File: src/rtl/fetch_unit.sv
// Instruction fetch stage: PC, I-cache req/ready handshake, output slot,
// one-entry skid buffer and execute-stage redirects.
module fetch_unit #(
    parameter int              XLEN     = 32,
    parameter logic [XLEN-1:0] RESET_PC = '0,
    parameter logic [31:0]     NOP      = 32'h0000_0013
) (
    input  logic            clk,
    input  logic            rst_n,
    input  logic            pcSrc,
    input  logic [XLEN-1:0] pcTarget,
    input  logic            stall,
    output logic            icReq,
    output logic [XLEN-1:0] icAddr,
    input  logic            icReady,
    input  logic [31:0]     icData,
    output logic [31:0]     instr,
    output logic [XLEN-1:0] instrPC,
    output logic [XLEN-1:0] instrPCPlus4,
    output logic            instrValid,
    output logic            misalign
);

    typedef enum logic [1:0] {S_FETCH, S_WAIT, S_DRAIN} state_e;

    state_e          state_q, state_d;
    logic [XLEN-1:0] pc_q, pc_d;
    logic [XLEN-1:0] reqAddr_q, reqAddr_d;
    logic [31:0]     instr_q, instr_d;
    logic [XLEN-1:0] instrPC_q, instrPC_d;
    logic            instrValid_q, instrValid_d;
    logic [31:0]     skidInstr_q, skidInstr_d;
    logic [XLEN-1:0] skidPC_q, skidPC_d;
    logic            skidValid_q, skidValid_d;
    logic            misalign_q, misalign_d;

    logic            slotFree;
    logic            consume;
    logic            miss;
    logic [XLEN-1:0] pcNext;

    assign slotFree = !instrValid_q || !stall;
    assign consume  = instrValid_q && !stall;
    assign miss     = icReq && !icReady;
    assign pcNext   = pc_q + XLEN'(4);

    // State register and all datapath registers
    always_ff @(posedge clk) begin
        if (!rst_n) begin
            state_q      <= S_FETCH;
            pc_q         <= RESET_PC;
            reqAddr_q    <= RESET_PC;
            instr_q      <= NOP;
            instrPC_q    <= '0;
            instrValid_q <= 1'b0;
            skidInstr_q  <= NOP;
            skidPC_q     <= '0;
            skidValid_q  <= 1'b0;
            misalign_q   <= 1'b0;
        end else begin
            state_q      <= state_d;
            pc_q         <= pc_d;
            reqAddr_q    <= reqAddr_d;
            instr_q      <= instr_d;
            instrPC_q    <= instrPC_d;
            instrValid_q <= instrValid_d;
            skidInstr_q  <= skidInstr_d;
            skidPC_q     <= skidPC_d;
            skidValid_q  <= skidValid_d;
            misalign_q   <= misalign_d;
        end
    end

    // Next state: redirect wins; an unanswered request must be drained
    always_comb begin
        state_d = state_q;
        if (pcSrc) begin
            state_d = miss ? S_DRAIN : S_FETCH;
        end else begin
            unique case (state_q)
                S_FETCH: if (miss) state_d = S_WAIT;
                S_WAIT:  if (icReady) state_d = S_FETCH;
                S_DRAIN: if (icReady) state_d = S_FETCH;
                default: state_d = S_FETCH;
            endcase
        end
    end

    // Cache request outputs; nothing is requested while in reset
    always_comb begin
        icReq  = 1'b0;
        icAddr = reqAddr_q;
        unique case (state_q)
            S_FETCH: begin
                icReq  = !skidValid_q && slotFree;
                icAddr = pc_q;
            end
            S_WAIT:  icReq = 1'b1;
            S_DRAIN: icReq = 1'b1;
            default: icReq = 1'b0;
        endcase
        if (!rst_n) icReq = 1'b0;
    end

    // Datapath: PC, slot and skid updates
    always_comb begin
        pc_d         = pc_q;
        reqAddr_d    = reqAddr_q;
        instr_d      = instr_q;
        instrPC_d    = instrPC_q;
        instrValid_d = instrValid_q && !consume;
        skidInstr_d  = skidInstr_q;
        skidPC_d     = skidPC_q;
        skidValid_d  = skidValid_q;
        misalign_d   = 1'b0;
        if (pcSrc) begin
            pc_d         = {pcTarget[XLEN-1:2], 2'b00};
            instrValid_d = 1'b0;
            skidValid_d  = 1'b0;
            misalign_d   = |pcTarget[1:0];
            if (state_q == S_FETCH && miss) reqAddr_d = pc_q;
        end else begin
            unique case (state_q)
                S_FETCH: begin
                    if (skidValid_q && slotFree) begin
                        instr_d      = skidInstr_q;
                        instrPC_d    = skidPC_q;
                        instrValid_d = 1'b1;
                        skidValid_d  = 1'b0;
                    end else if (icReq && icReady) begin
                        instr_d      = icData;
                        instrPC_d    = pc_q;
                        instrValid_d = 1'b1;
                        pc_d         = pcNext;
                    end else if (miss) begin
                        reqAddr_d = pc_q;
                    end
                end
                S_WAIT: begin
                    if (icReady) begin
                        if (slotFree) begin
                            instr_d      = icData;
                            instrPC_d    = reqAddr_q;
                            instrValid_d = 1'b1;
                        end else begin
                            skidInstr_d = icData;
                            skidPC_d    = reqAddr_q;
                            skidValid_d = 1'b1;
                        end
                        pc_d = pcNext;
                    end
                end
                S_DRAIN: ;
                default: ;
            endcase
        end
    end

    assign instr        = instrValid_q ? instr_q : NOP;
    assign instrPC      = instrPC_q;
    assign instrPCPlus4 = instrPC_q + XLEN'(4);
    assign instrValid   = instrValid_q;
    assign misalign     = misalign_q;

endmodule

File: config.mk
export PLATFORM = sky130hd
export DESIGN_NAME = fetch_unit
export DESIGN_NICKNAME = d
export VERILOG_FILES = /design/src/rtl/fetch_unit.sv
export SDC_FILE = /design/constraint.sdc
export NUM_CORES = 1
export LEC_CHECK = 0
export CAP_MARGIN = 40
export CELL_PAD_IN_SITES_DETAIL_PLACEMENT = 1
export CELL_PAD_IN_SITES_GLOBAL_PLACEMENT = 2
export CORE_MARGIN = 2
export CORE_UTILIZATION = 32
export DETAILED_ROUTE_END_ITERATION = 8
export GPL_ROUTABILITY_DRIVEN = 0
export GPL_TIMING_DRIVEN = 0
export PLACE_DENSITY_LB_ADDON = 0.08
export SETUP_SLACK_MARGIN = 0.5
export SLEW_MARGIN = 20
export SYNTH_ARGS = -nofsm -noshare
export SYNTH_HDL_FRONTEND = slang
export SYNTH_SLANG_ARGS = --single-unit
File: constraint.sdc
create_clock -name clk -period 4 [get_ports clk]
set_input_delay 0.6 -clock clk [delete_from_list [all_inputs] [get_ports clk]]
set_output_delay 0.6 -clock clk [all_outputs]
set_load 0.005 [all_outputs]
==> results.cfg <==
[outcome]
status = finished clean

[setup_path]
crit_path_frequent_cell = buf_2
max_stage_delay_ns = 0.45
cpMaxStageDelayCell = clkdlybuf4s50_1
critPathCaptureType = output pin
reg2reg_depth = 9
crit_fanout = 10
start_kind = register
cp.required_ns = 3.40
critPathKind = reg -> out
worstPathCellList = inv_1 -> ha_1 -> buf_2 -> buf_2 -> clkbuf_4 -> mux2_2 -> clkdlybuf4s50_1
crit_arrival_ns = 2.75

[finish]
final_cell_mix = 272 x nand2_1, 192 x clkdlybuf4s50_1, 188 x dfxtp_1
areaGrowthSynthToFinish_pct = 31.2
layout_commonest_cell = nand2_1
nFillCells = 3647
fin_cells = 1829
diodes = 0
drive_above_1_share_pct = 7.16
finalNetCount = 1500

[synth]
postSynthAreaPerCell_um2 = 8.08
synth_mux_area_share_pct = 9.92
synth_xor_area_share_pct = 4.13
synthCells = 1209
synth_flop_cell = dfxtp_1
netlist_area_um2 = 9760
ys_warn_count = 0
synth_fa_ha_area_share_pct = 0.641
yosys.area_share.simple_pct = 23.5
ys_seq_area_share_pct = 38.8
synth_edf_count = 0
yosysUniqueCellTypes = 50
ys_async_sr_fraction_pct = 0
yosys_register_bits = 189
synth_top_family_by_area = simple AND/OR/NAND/NOR gates
synth_compound_area_share_pct = 17.7

[detailed_routing]
vias = 9401
wl_met1_mm = 16.5
drcViolationCount = 0
ant_nets = 0
top_layer_used = met4
drtIter0Drc = 413
drt-total-wl_mm = 34.7
wire_per_inst_um = 19.0
routed-wl-met2_mm = 16.7
drtPass1Iterations = 6
wl_met3_mm = 1.07
via_per_inst = 5.14

[sta]
grt_setup_unrepaired = yes
max_slew_margin_pct = 46.4
final_hold_viol_count = 0
tightest_slew_ns = 0.804
setup_viol = 0
period_share_pct = 83.9
fin_crit_ns = 3.35
fmax_mhz = 298
setup_slack_ns = 0.646
fin_setup_tns_ns = 0
skew_ns = 0.0161
maxSlewViolCount = 0

[clock_tree]
post_cts_buffers = 0
hold_buffers = 0
numCtsBuffers = 17
cts.sinks = 189
ctsResizeCount = 7
clockRootBuffer = clkbuf_16
clkLatencyLatePin_ns = 0.44
clk_path_buf_depth = 2
cts_tree = built
htree_levels = 4
cts.clk_slew.worst_paths_ns = 0.08

[place]
port_buffers = 192
placed_cells = 1797
hpwl_mm = 26.0
place_ws_ns = 0.558

[floorplanning]
start_util_pct = 32.7
die_area_um2 = 31900
rows = 63
die_x_um = 179
die_height_um = 179
core_um2 = 29900
io_pins = 200

[grt]
grt_overflow_total = 0
grt_pass1_vias = 9275
grt_pass1_wl_mm = 54.2
track_usage_pct = 22.1
grt_max_degree = 19
antenna_found_initial = 0

[power_and_ir_drop]
p_per_area_nw_per_um2 = 338
peakVddDrop_mv = 0.238
p_leak_nw = 4.64

[min_path]
hp-class = reg -> reg
holdPathStages = 2

[job]
cap_violations = 0
[synthesized netlist by cell type (5+ instances only)]
master	instances	area (um2)
and4_1	7	61.3
a21boi_0	59	443
o31ai_1	8	60.1
ha_1	5	62.6
buf_4	6	45.0
or4_1	8	60.1
nand2_1	272	1020
buf_1	5	18.8
nor2_1	12	45.0
xor2_1	11	96.3
dfxtp_1	189	3780
a21oi_1	23	115
mux2_2	30	338
o21ai_0	127	636
nor3_1	7	35.0
buf_2	13	65.1
nand4_1	46	288
and2_1	31	194
and3_1	12	75.1
xnor2_1	35	307
o211a_1	30	300
mux2i_1	63	631
nand3_1	60	300
nor4_1	11	68.8
a31oi_1	12	75.1
inv_1	9	33.8
clkbuf_1	88	330
[cell families (layout without fill, tap and decap cells)]
logic type,after synthesis,in the layout
xor gates and xnor gates,46,46
and+or+nand+nor,483,483
AOI/OAI and AO/OA,268,268
muxes,93,93
other,1,6
DFF,189,189
adders and majority gates,5,5
buffers and inverters,124,349
[critical path: cells and delay by family, from the launching register on]
kind	cells	cell delay [ns]
flops	1	0.35
fa+ha+maj	1	0.15
mux	1	0.39
buf+inv	5	1.41
[worst paths after layout]
path	start	end	slack, ns
hold reg to reg	skidPC_q[22]	skidPC_q[22]	0.46
setup reg to reg	state_q[1]	instr_q[16]	1.23
hold / removal	skidPC_q[22]	skidPC_q[22]	0.46
setup / recovery	state_q[1]	icAddr[6]	0.65
[where the power goes]
group	total (W)	internal (W)	switching (W)
registers	0.00204	0.00196	0.0000788
logic	0.000615	0.000288	0.000327
clock network	0.00168	0.000838	0.000843
[stage by stage]
| step | power, W | hold WS, ns | util (%) | instance area, um2 |
|---|---|---|---|---|
| after global placement | 0.00269 | 0.450 | 40.8 | 12200 |
| after detailed placement | 0.00270 | 0.458 | 40.9 | 12200 |
| after global routing | 0.00453 | 0.491 | 42.9 | 12800 |
| after floorplan | 0.00236 | 0.440 | - | 9780 |
| final | 0.00433 | 0.464 | 42.9 | 12800 |
| after CTS | 0.00438 | 0.468 | 42.8 | 12800 |
[area by class of cell]
class | instances | area [um2] | share of cell area, %
Sequential cell | 189 | 3780 | 29.6
Clock buffer | 18 | 439 | 3.43
Timing Repair Buffer | 193 | 1930 | 15.1
Buffer | 115 | 498 | 3.89
Tap cell | 390 | 488 | 3.81
Multi-Input combinational cell | 901 | 5510 | 43.0
Inverter | 9 | 33.8 | 0.264
Clock inverter | 14 | 124 | 0.967
[metal layers]
| layer | track usage, % | vias to the layer above |
|---|---|---|
| met2 | 37.3 | 166 |
| met5 | 0 | - |
| li1 | - | 4648 |
| met1 | 29.9 | 4563 |
| met3 | 2.86 | 24 |
| met4 | 5.45 | 0 |
[registers in the layout (all words and copies together) (netlist names)]
name / flops
instr_q: 32
skidInstr_q: 32
instrPC: 30
pc_q: 30
reqAddr_q: 30
skidPC_q: 30
state_q: 2
instrValid: 1
misalign: 1
skidValid_q: 1
No activity file was read; power rests on OpenSTA's default activity.
